<file path="src/rtl/toggle_link_pkg.sv">
// Shared types and default sizing for the toggle-encoded event link.
package toggle_link_pkg;

    typedef enum logic [1:0] {
        S_EMPTY = 2'd0,
        S_PEND  = 2'd1,
        S_FULL  = 2'd2
    } state_t;

    localparam int DEF_SYNC_STAGES = 2;
    localparam int DEF_CNT_W       = 4;

endpackage

</file>
<file path="src/rtl/toggle_event_rx_if.sv">
// Valid/ready event interface carrying the pending-event count alongside.
interface toggle_event_rx_if
    import toggle_link_pkg::*;
#(
    parameter int CNT_W = DEF_CNT_W
);
    logic             evt_valid;
    logic             evt_ready;
    logic [CNT_W-1:0] evt_count;

    modport master (output evt_valid, output evt_count, input evt_ready);
    modport slave  (input evt_valid, input evt_count, output evt_ready);

endinterface

</file>
<file path="src/rtl/toggle_sync_edge.sv">
// Synchronizes the async toggle level and emits a registered one-cycle pulse per level change.
module toggle_sync_edge #(
    parameter int SYNC_STAGES = 2
) (
    input  logic clk,
    input  logic rst,
    input  logic tog_in,
    output logic evt_edge
);

    logic [SYNC_STAGES-1:0] sync_q;
    logic                   tog_s;
    logic                   tog_prev;
    logic                   primed;
    logic [2:0]             prime_cnt;

    assign tog_s = sync_q[SYNC_STAGES-1];

    // primed waits until the reset-cleared chain has flushed, so a level held
    // through reset release reaches tog_prev without being seen as an edge.
    always_ff @(posedge clk or posedge rst) begin
        if (rst) begin
            sync_q    <= '0;
            tog_prev  <= 1'b0;
            primed    <= 1'b0;
            prime_cnt <= 3'(SYNC_STAGES);
            evt_edge  <= 1'b0;
        end else begin
            sync_q   <= {sync_q[SYNC_STAGES-2:0], tog_in};
            tog_prev <= tog_s;
            evt_edge <= primed & (tog_s ^ tog_prev);
            if (prime_cnt != 3'd0) begin
                prime_cnt <= prime_cnt - 3'd1;
            end
            primed <= (prime_cnt == 3'd0);
        end
    end

endmodule

</file>
<file path="src/rtl/toggle_event_rx.sv">
// Receive end of the toggle event link: counts recovered events, hands them out
// over valid/ready and toggles ack_tog once per consumed event.
//   state   | meaning
//   S_EMPTY | no events pending (count 0)
//   S_PEND  | 0 < count < MAX
//   S_FULL  | count at MAX, further edges are dropped and flagged
module toggle_event_rx
    import toggle_link_pkg::*;
#(
    parameter int SYNC_STAGES = DEF_SYNC_STAGES,
    parameter int CNT_W       = DEF_CNT_W
) (
    input  logic clk,
    input  logic rst,
    input  logic tog_in,
    input  logic clr_ovf,
    output logic ack_tog,
    output logic overflow,
    toggle_event_rx_if.master evt
);

    localparam logic [CNT_W-1:0] MAX = '1;
    localparam logic [CNT_W-1:0] ONE = CNT_W'(1);

    state_t           state;
    logic [CNT_W-1:0] count;
    logic             valid;
    logic             evt_edge;
    logic             pop;

    toggle_sync_edge #(
        .SYNC_STAGES(SYNC_STAGES)
    ) u_sync (
        .clk      (clk),
        .rst      (rst),
        .tog_in   (tog_in),
        .evt_edge (evt_edge)
    );

    assign pop           = valid & evt.evt_ready;
    assign evt.evt_valid = valid;
    assign evt.evt_count = count;

    always_ff @(posedge clk or posedge rst) begin
        if (rst) begin
            state    <= S_EMPTY;
            count    <= '0;
            valid    <= 1'b0;
            ack_tog  <= 1'b0;
            overflow <= 1'b0;
        end else begin
            if (pop) begin
                ack_tog <= ~ack_tog;
            end

            // A drop in the same cycle as clr_ovf must still be reported.
            if (state == S_FULL && evt_edge && !pop) begin
                overflow <= 1'b1;
            end else if (clr_ovf) begin
                overflow <= 1'b0;
            end

            case (state)
                S_EMPTY: begin
                    if (evt_edge) begin
                        count <= count + ONE;
                        valid <= 1'b1;
                        state <= (MAX == ONE) ? S_FULL : S_PEND;
                    end
                end
                S_PEND: begin
                    if (evt_edge && !pop) begin
                        count <= count + ONE;
                        if (count == MAX - ONE) begin
                            state <= S_FULL;
                        end
                    end else if (pop && !evt_edge) begin
                        count <= count - ONE;
                        if (count == ONE) begin
                            state <= S_EMPTY;
                            valid <= 1'b0;
                        end
                    end
                end
                S_FULL: begin
                    if (pop && !evt_edge) begin
                        count <= count - ONE;
                        state <= (count == ONE) ? S_EMPTY : S_PEND;
                        valid <= (count != ONE);
                    end
                end
                default: begin
                    state <= S_EMPTY;
                    count <= '0;
                    valid <= 1'b0;
                end
            endcase
        end
    end

endmodule

</file>
<file path="src/flat_wrapper.sv">
// flat-port wrapper written by rule: the top's interface ports become plain ports
module toggle_event_rx_flat import toggle_link_pkg::*;
#(
    parameter int SYNC_STAGES = DEF_SYNC_STAGES,
    parameter int CNT_W       = DEF_CNT_W
)
  (clk, rst, tog_in, clr_ovf, ack_tog, overflow, evt_evt_valid, evt_evt_count, evt_evt_ready);
  toggle_event_rx_if #(.CNT_W(CNT_W)) evt_i ();
  input  logic clk;
  input  logic rst;
  input  logic tog_in;
  input  logic clr_ovf;
  output logic ack_tog;
  output logic overflow;
  output wire logic [$bits(evt_i.evt_valid)-1:0] evt_evt_valid;
  output wire logic [$bits(evt_i.evt_count)-1:0] evt_evt_count;
  input wire logic [$bits(evt_i.evt_ready)-1:0] evt_evt_ready;
  assign evt_evt_valid = evt_i.evt_valid;
  assign evt_evt_count = evt_i.evt_count;
  assign evt_i.evt_ready = evt_evt_ready;
  toggle_event_rx #(.SYNC_STAGES(SYNC_STAGES), .CNT_W(CNT_W)) u_core (.clk(clk), .rst(rst), .tog_in(tog_in), .clr_ovf(clr_ovf), .ack_tog(ack_tog), .overflow(overflow), .evt(evt_i));
endmodule
</file>
<file path="config.mk">
export PLATFORM = sky130hd
export DESIGN_NAME = toggle_event_rx_flat
export DESIGN_NICKNAME = d
export VERILOG_FILES = /design/src/rtl/toggle_link_pkg.sv /design/src/rtl/toggle_event_rx_if.sv /design/src/rtl/toggle_sync_edge.sv /design/src/rtl/toggle_event_rx.sv /design/src/flat_wrapper.sv
export SDC_FILE = /design/constraint.sdc
export NUM_CORES = 1
export LEC_CHECK = 0
export ABC_AREA = 1
export CORE_AREA = 3 3 52 73
export DETAILED_ROUTE_END_ITERATION = 7
export DIE_AREA = 0 0 55 76
export PLACE_DENSITY = 0.49
export SKIP_LAST_GASP = 1
export SLEW_MARGIN = 10
export SYNTH_ARGS = -nofsm -noshare
export SYNTH_HDL_FRONTEND = slang
export SYNTH_SLANG_ARGS = --single-unit
</file>
<file path="constraint.sdc">
create_clock -name clk -period 3.1 [get_ports clk]
set_input_delay 0.62 -clock clk [delete_from_list [all_inputs] [get_ports clk]]
set_output_delay 0.62 -clock clk [all_outputs]
set_load 0.1 [all_outputs]
</file>
## Yosys cells after proc, flatten, opt, wreduce, memory -nomap -nowiden

Index checks and enable logic that the tools add are counted.

| word-level totals | value |
|---|---|
| bits in registers | 17 |
| input port bits | 5 |

| cells by class | value |
|---|---|
| $add $sub $neg | 3 |
| equal/unequal tests | 13 |
| multiplexer cells | 20 |
| bitwise logic cells | 4 |
| reductions and logical operators | 12 |

Operators by type and width:

| operator | count |
|---|---|
| two-way mux 2 bit | 6 |
| two-way mux 4 bit | 3 |
| one-hot mux 4 bit (3 select lines) | 1 |
| AND reduction 5 bit | 2 |
| two-way mux 1 bit | 8 |
| inequality test 2 bit (second input constant) | 3 |
| inequality test 3 x 1 -> 1 bit (second input constant) | 2 |
| one-hot mux 2 bit (3 select lines) | 1 |
| adder 4 x 1 -> 4 bit (second input constant) | 1 |
| equality test 4 x 1 -> 1 bit (second input constant) | 1 |
| equality test 4 bit (second input constant) | 1 |
| logical AND 1 bit | 4 |
| inequality test 2 x 1 -> 1 bit (second input constant) | 2 |
| inequality test 4 x 1 -> 1 bit (second input constant) | 1 |
| subtractor 4 x 1 -> 4 bit (second input constant) | 1 |
| zero test 3 bit | 1 |
| inequality test 3 bit (second input constant) | 1 |
| one-hot mux 1 bit (3 select lines) | 1 |
| nonzero test 3 bit | 1 |
| subtractor 3 x 1 -> 3 bit (second input constant) | 1 |
| bitwise AND 1 bit | 2 |
| equality test 2 x 1 -> 1 bit (second input constant) | 1 |
| equality test 2 bit (second input constant) | 1 |
| zero test 1 bit | 2 |
| other kinds (4) | 4 |

## Longest topological paths before layout

| depth | value |
|---|---|
| depth in word-level cells | 5 |
| gate-level depth with buffers | 10 |
| gate-level depth less buffers | 10 |

## Hierarchy

A second synthesis with hierarchy kept.

| unflattened totals | value |
|---|---|
| cells, all modules | 132 |
| area, all modules | 1016.0 µm² |

Modules (own cells, without submodules):

| module | times used | cells an instance | area each (µm²) | seq. area each (µm²) |
|---|---|---|---|---|
| toggle_event_rx | 1 | 101 | 695.7 | 225.2 |
| toggle_sync_edge | 1 | 31 | 320.3 | 201.4 |

## Worst setup path after synthesis

Ideal clock, no wire load.

| timing | value |
|---|---|
| path kind | register to register |
| start | register u_core.count[0] (netlist: u_core.evt.evt_count[0]) |
| end | register u_core.state[1] |
| library setup time | 119 ps |
| arrival time | 1801 ps |
| required time | 2981 ps |
| slack | 1180 ps |
| cell stages (with the launch flop) | 9 |
| path buffers | 0 |
| period minus slack after synthesis | 1920 ps |
| cells stage by stage | dfrtp_1 -> inv_1 -> ha_1 -> nand2_1 -> nor2_1 -> nor2_1 -> nor2_1 -> nand3b_1 -> nand2_1 |

| on the way | value |
|---|---|
| cells in the longest elaborated chain, start to end | 3 |
| elaborated cells on any way between the ends | 5 |
| those cells by class | 4 x eq/ne; 1 x reduce/logical |

RTL lines:

| item | RTL line | RTL |
|---|---|---|
| start, declared | toggle_event_rx.sv:26 | `logic [CNT_W-1:0] count;` |
| start signal, assigned | toggle_event_rx.sv:66 | `count <= count + ONE;` |
| start signal, assigned | toggle_event_rx.sv:73 | `count <= count + ONE;` |
| start signal, assigned | toggle_event_rx.sv:78 | `count <= count - ONE;` |
| equality test 4 bit or equality test 4 x 1 -> 1 bit (tied branches) | toggle_event_rx.sv:74, toggle_event_rx.sv:79 |  |
| inequality test 3 bit (no source line) or inequality test 3 x 1 -> 1 bit (tied branches) | -- |  |
| AND reduction 5 bit (no source line) * | -- |  |
| end signal, assigned | toggle_event_rx.sv:68 | `state <= (MAX == ONE) ? S_FULL : S_PEND;` |
| end signal, assigned | toggle_event_rx.sv:88 | `state <= (count == ONE) ? S_EMPTY : S_PEND;` |
| end, declared | toggle_event_rx.sv:25 | `state_t state;` |

Every way passes the cells marked *; elsewhere a longest branch is shown, timed or not.
A chain may end at the register's enable or synchronous reset.

## Worst setup path in the final report

| timing | value |
|---|---|
| start | input port evt_evt_ready |
| end | register u_core.count[1] (netlist: u_core.evt.evt_count[1]) |

| on the way | value |
|---|---|
| cells in the longest elaborated chain, start to end | 5 |
| elaborated cells on any way between the ends | 7 |
| those cells by class | 3 x mux; 1 x bitwise; 3 x reduce/logical |

RTL lines:

| item | RTL line | RTL |
|---|---|---|
| start, declared | flat_wrapper.sv:17 | `input wire logic [$bits(evt_i.evt_ready)-1:0] evt_evt_ready;` |
| bitwise AND 1 bit * | toggle_event_rx.sv:40 | `assign pop = valid & evt.evt_ready;` |
| logical AND 1 bit or zero test 1 bit (tied branches) | toggle_event_rx.sv:77, toggle_event_rx.sv:86, toggle_event_rx.sv:72 |  |
| two-way mux 4 bit or logical AND 1 bit (tied branches) | -- |  |
| two-way mux 4 bit | toggle_event_rx.sv:72 | `if (evt_edge && !pop) begin` |
| one-hot mux 4 bit (3 select lines) * | toggle_event_rx.sv:63 | `case (state)` |
| end signal, assigned | toggle_event_rx.sv:73 |  |
| end signal, assigned | toggle_event_rx.sv:78 |  |
| end signal, assigned | toggle_event_rx.sv:87 | `count <= count - ONE;` |

Marks and branches as above.

==> summary.txt <==
Status
  – Status: finished clean

Layout
  – # nets final: 146
  – Post-layout util: 0.356
  – Antenna cells: 0
  – Layout cell share with drive strength beyond 1: 0.142
  – Most frequent cells in the layout: nand2_1, dfrtp_1, inv_1, nor2_1, nand3_1
  – Most common cell after layout, fill and taps aside: nand2_1
  – Finished Layout Cells: 173
  – Area growth, synth to finish: 20.2%
  – Layout fillers: ~350

Global route
  – First-pass GRT wire length: 3330 um
  – M1 GR Usage: 0.142
  – Initial antenna violation count: 0
  – Largest net degree at the start of global routing: 18
  – Top Usage Layer GRT: met2
  – Vias in the first global route: 739
  – Met3 Use GR: 0.0254
  – Grt met2 use: 0.155
  – Total global-route track usage: 0.106
  – Congestion Overflow GR: 0

Clock network
  – # hold bufs at CTS: 0
  – Resized cells post-CTS: 0
  – Clock latency on the worst-skew pair: 250 ps
  – Clock buffer count from CTS: 3
  – H-tree depth: 1
  – Post-CTS setup buffers: 0
  – CTS tree: done
  – Root Driver: clkbuf_8
  – CTS sink count: 17
  – CTS max path bufs: 2
  – CTS clock-pin slew for the worst setup and hold paths: 70 ps

Timing
  – Slew Limit Headroom: 0.558
  – Setup violations, final: 0
  – Final hold violations: 0
  – Crit share post-route: 0.556
  – Unrepaired setup endpoints after global routing: false
  – Worst hold margin: 358 ps
  – Clock Skew: 2.98 ps
  – F_max: slightly below 600 MHz
  – Final Max Tran Viols: 0
  – Pin slew with the least headroom to its limit: 663 ps
  – Final critical-path required period: 1730 ps
  – Final setup TNS: 0 ps

Drt
  – First-pass DRT Iterations: 4
  – ANT nets after route: 0
  – Iter 0 DRT Violations: 18
  – WL/cell: 10.6 um
  – Final WL: 1830 um
  – DRC viols: 0
  – Vias per Instance: ~4.5
  – Vias: slightly below 800

Synthesis
  – Distinct cells, synth: 19
  – Synthesized area: 943 sq um
  – Synth area leader: dfrtp_1
  – Syn_area_per_cell: 7.93 sq um
  – Syn nets: 130
  – Post-synthesis sequential area ratio: 0.452
  – Syn. warnings: 0
  – Top_reg_cell synth: dfrtp_1
  – FF+latch count, synth: 17
  – Top post-synthesis cells by area: dfrtp_1, nand2_1, ha_1, inv_1, nand3_1
  – Post-synthesis cell count: 119
  – Number of synthesized flops with an enable pin: 0
  – Share of flip-flops with an asynchronous set or reset: 1.00
  – Synth top area share: 0.424

Setup path
  – Worst Path Arrival: roughly 1900 ps
  – CP Class: input pin to register
  – Crit path capture type: register
  – WP data required: 3280 ps
  – Reg2reg start: u_core.evt.evt_count[1]
  – Startpoint Class: input pin
  – CP max FO: 5
  – CP startpoint: evt_evt_ready

Place
  – Dpl hpwl: 1420 um
  – Port Buffers: 11
  – RePlAce Congestion: just over 0.9
  – Post-Place Cells: 169

Hold path
  – Worst Min Path Start: u_core.u_sync.sync_q[0]
  – Worst hold path type: register to register

Floorplanning
  – Initial Util: 0.296
  – Top Ports: 12
  – Core ar.: ~3200 sq um
  – Rows: 24
  – Die W: 55 um
  – Die span in y: 76 um
  – Die Area: between 4000 and 5000 sq um

Job
  – Max-Cap Viols: 0
## synth_stat cells, types with 2 or more instances
library cell,instances
nand2_1,37
o21ai_0,6
nand2_2,3
ha_1,6
nor2_1,11
nor2_4,2
inv_1,15
xor2_1,3
nand3_1,9
dfrtp_1,16
a21oi_1,3
## per-layer routing
layer | up-vias | share of wire | wire [um]
li1 | 404 | - | -
met2 | 17 | 0.48 | 875
met3 | 4 | 0.048 | 88
met5 | - | 0 | 0
met4 | 0 | 0.021 | 38
met1 | 353 | 0.45 | 825
## worst max-delay path, cell delays in order
cell and delay [ps]:
clkdlybuf4s50_1 410, nand2_2 110, nand2_1 140, a21oi_1 340
nand2_1 90, nand2_1 80, nand2_1 40, o21ai_0 60
## metrics by stage
| step | setup WS (ps) | instance area (sq um) |
|---|---|---|
| after floorplan | 1180 | 943 |
| after global placement | 1120 | 1080 |
| after detailed placement | 1110 | 1080 |
| after CTS | 1370 | 1130 |
| after global routing | 1230 | 1130 |
| final | 1370 | 1130 |
## sequential cells by signal, summed over array words and instances, names as in the netlist
name                     flops
u_core.overflow              1
u_core.state                 2
u_core.u_sync.sync_q         2
u_core.u_sync.prime_cnt      3
u_core.u_sync.primed         1
u_core.ack_tog               1
u_core.evt.evt_valid         1
u_core.evt.evt_count         4
u_core.u_sync.tog_prev       1
u_core.u_sync.evt_edge       1
## final timing paths
kind,endpoint,slack [ps],depth (start not counted)
worst max-delay path,u_core.evt.evt_count[1],1370,8
worst min-delay path,u_core.u_sync.sync_q[1],360,0
worst max register to register,u_core.evt.evt_valid,1660,7
worst min register to register,u_core.u_sync.sync_q[1],360,0
max in group asynchronous,u_core.evt.evt_count[3],1920,2
min in group asynchronous,u_core.u_sync.sync_q[1],760,2
## cells by family (layout without fill, tap and decap cells)
logic type                 Yosys count  after routing  share of synthesized area
AOI/OAI and AO/OA                   13             13                     0.0769
xor gates and xnor gates             4              4                     0.0371
adders and majority gates            6              6                     0.0796
buffers and inverters               16             31                     0.0637
DFF                                 17             17                      0.452
and+or+nand+nor                     63             63                      0.290
## cell type report
type | count | area, sq um | area share
Clock buffer | 3 | 41.3 | 0.0364
Multi-Input combinational cell | 86 | 457 | 0.403
Clock inverter | 1 | 7.51 | 0.00662
Inverter | 16 | 60.1 | 0.0530
Tap cell | 39 | 48.8 | 0.0430
Sequential cell | 17 | 427 | 0.376
Timing Repair Buffer | 11 | 92.6 | 0.0817
Power is left out: the tool's default activity adds up to more than one toggle a clock period on the data nets, which glitch-free logic cannot reach.
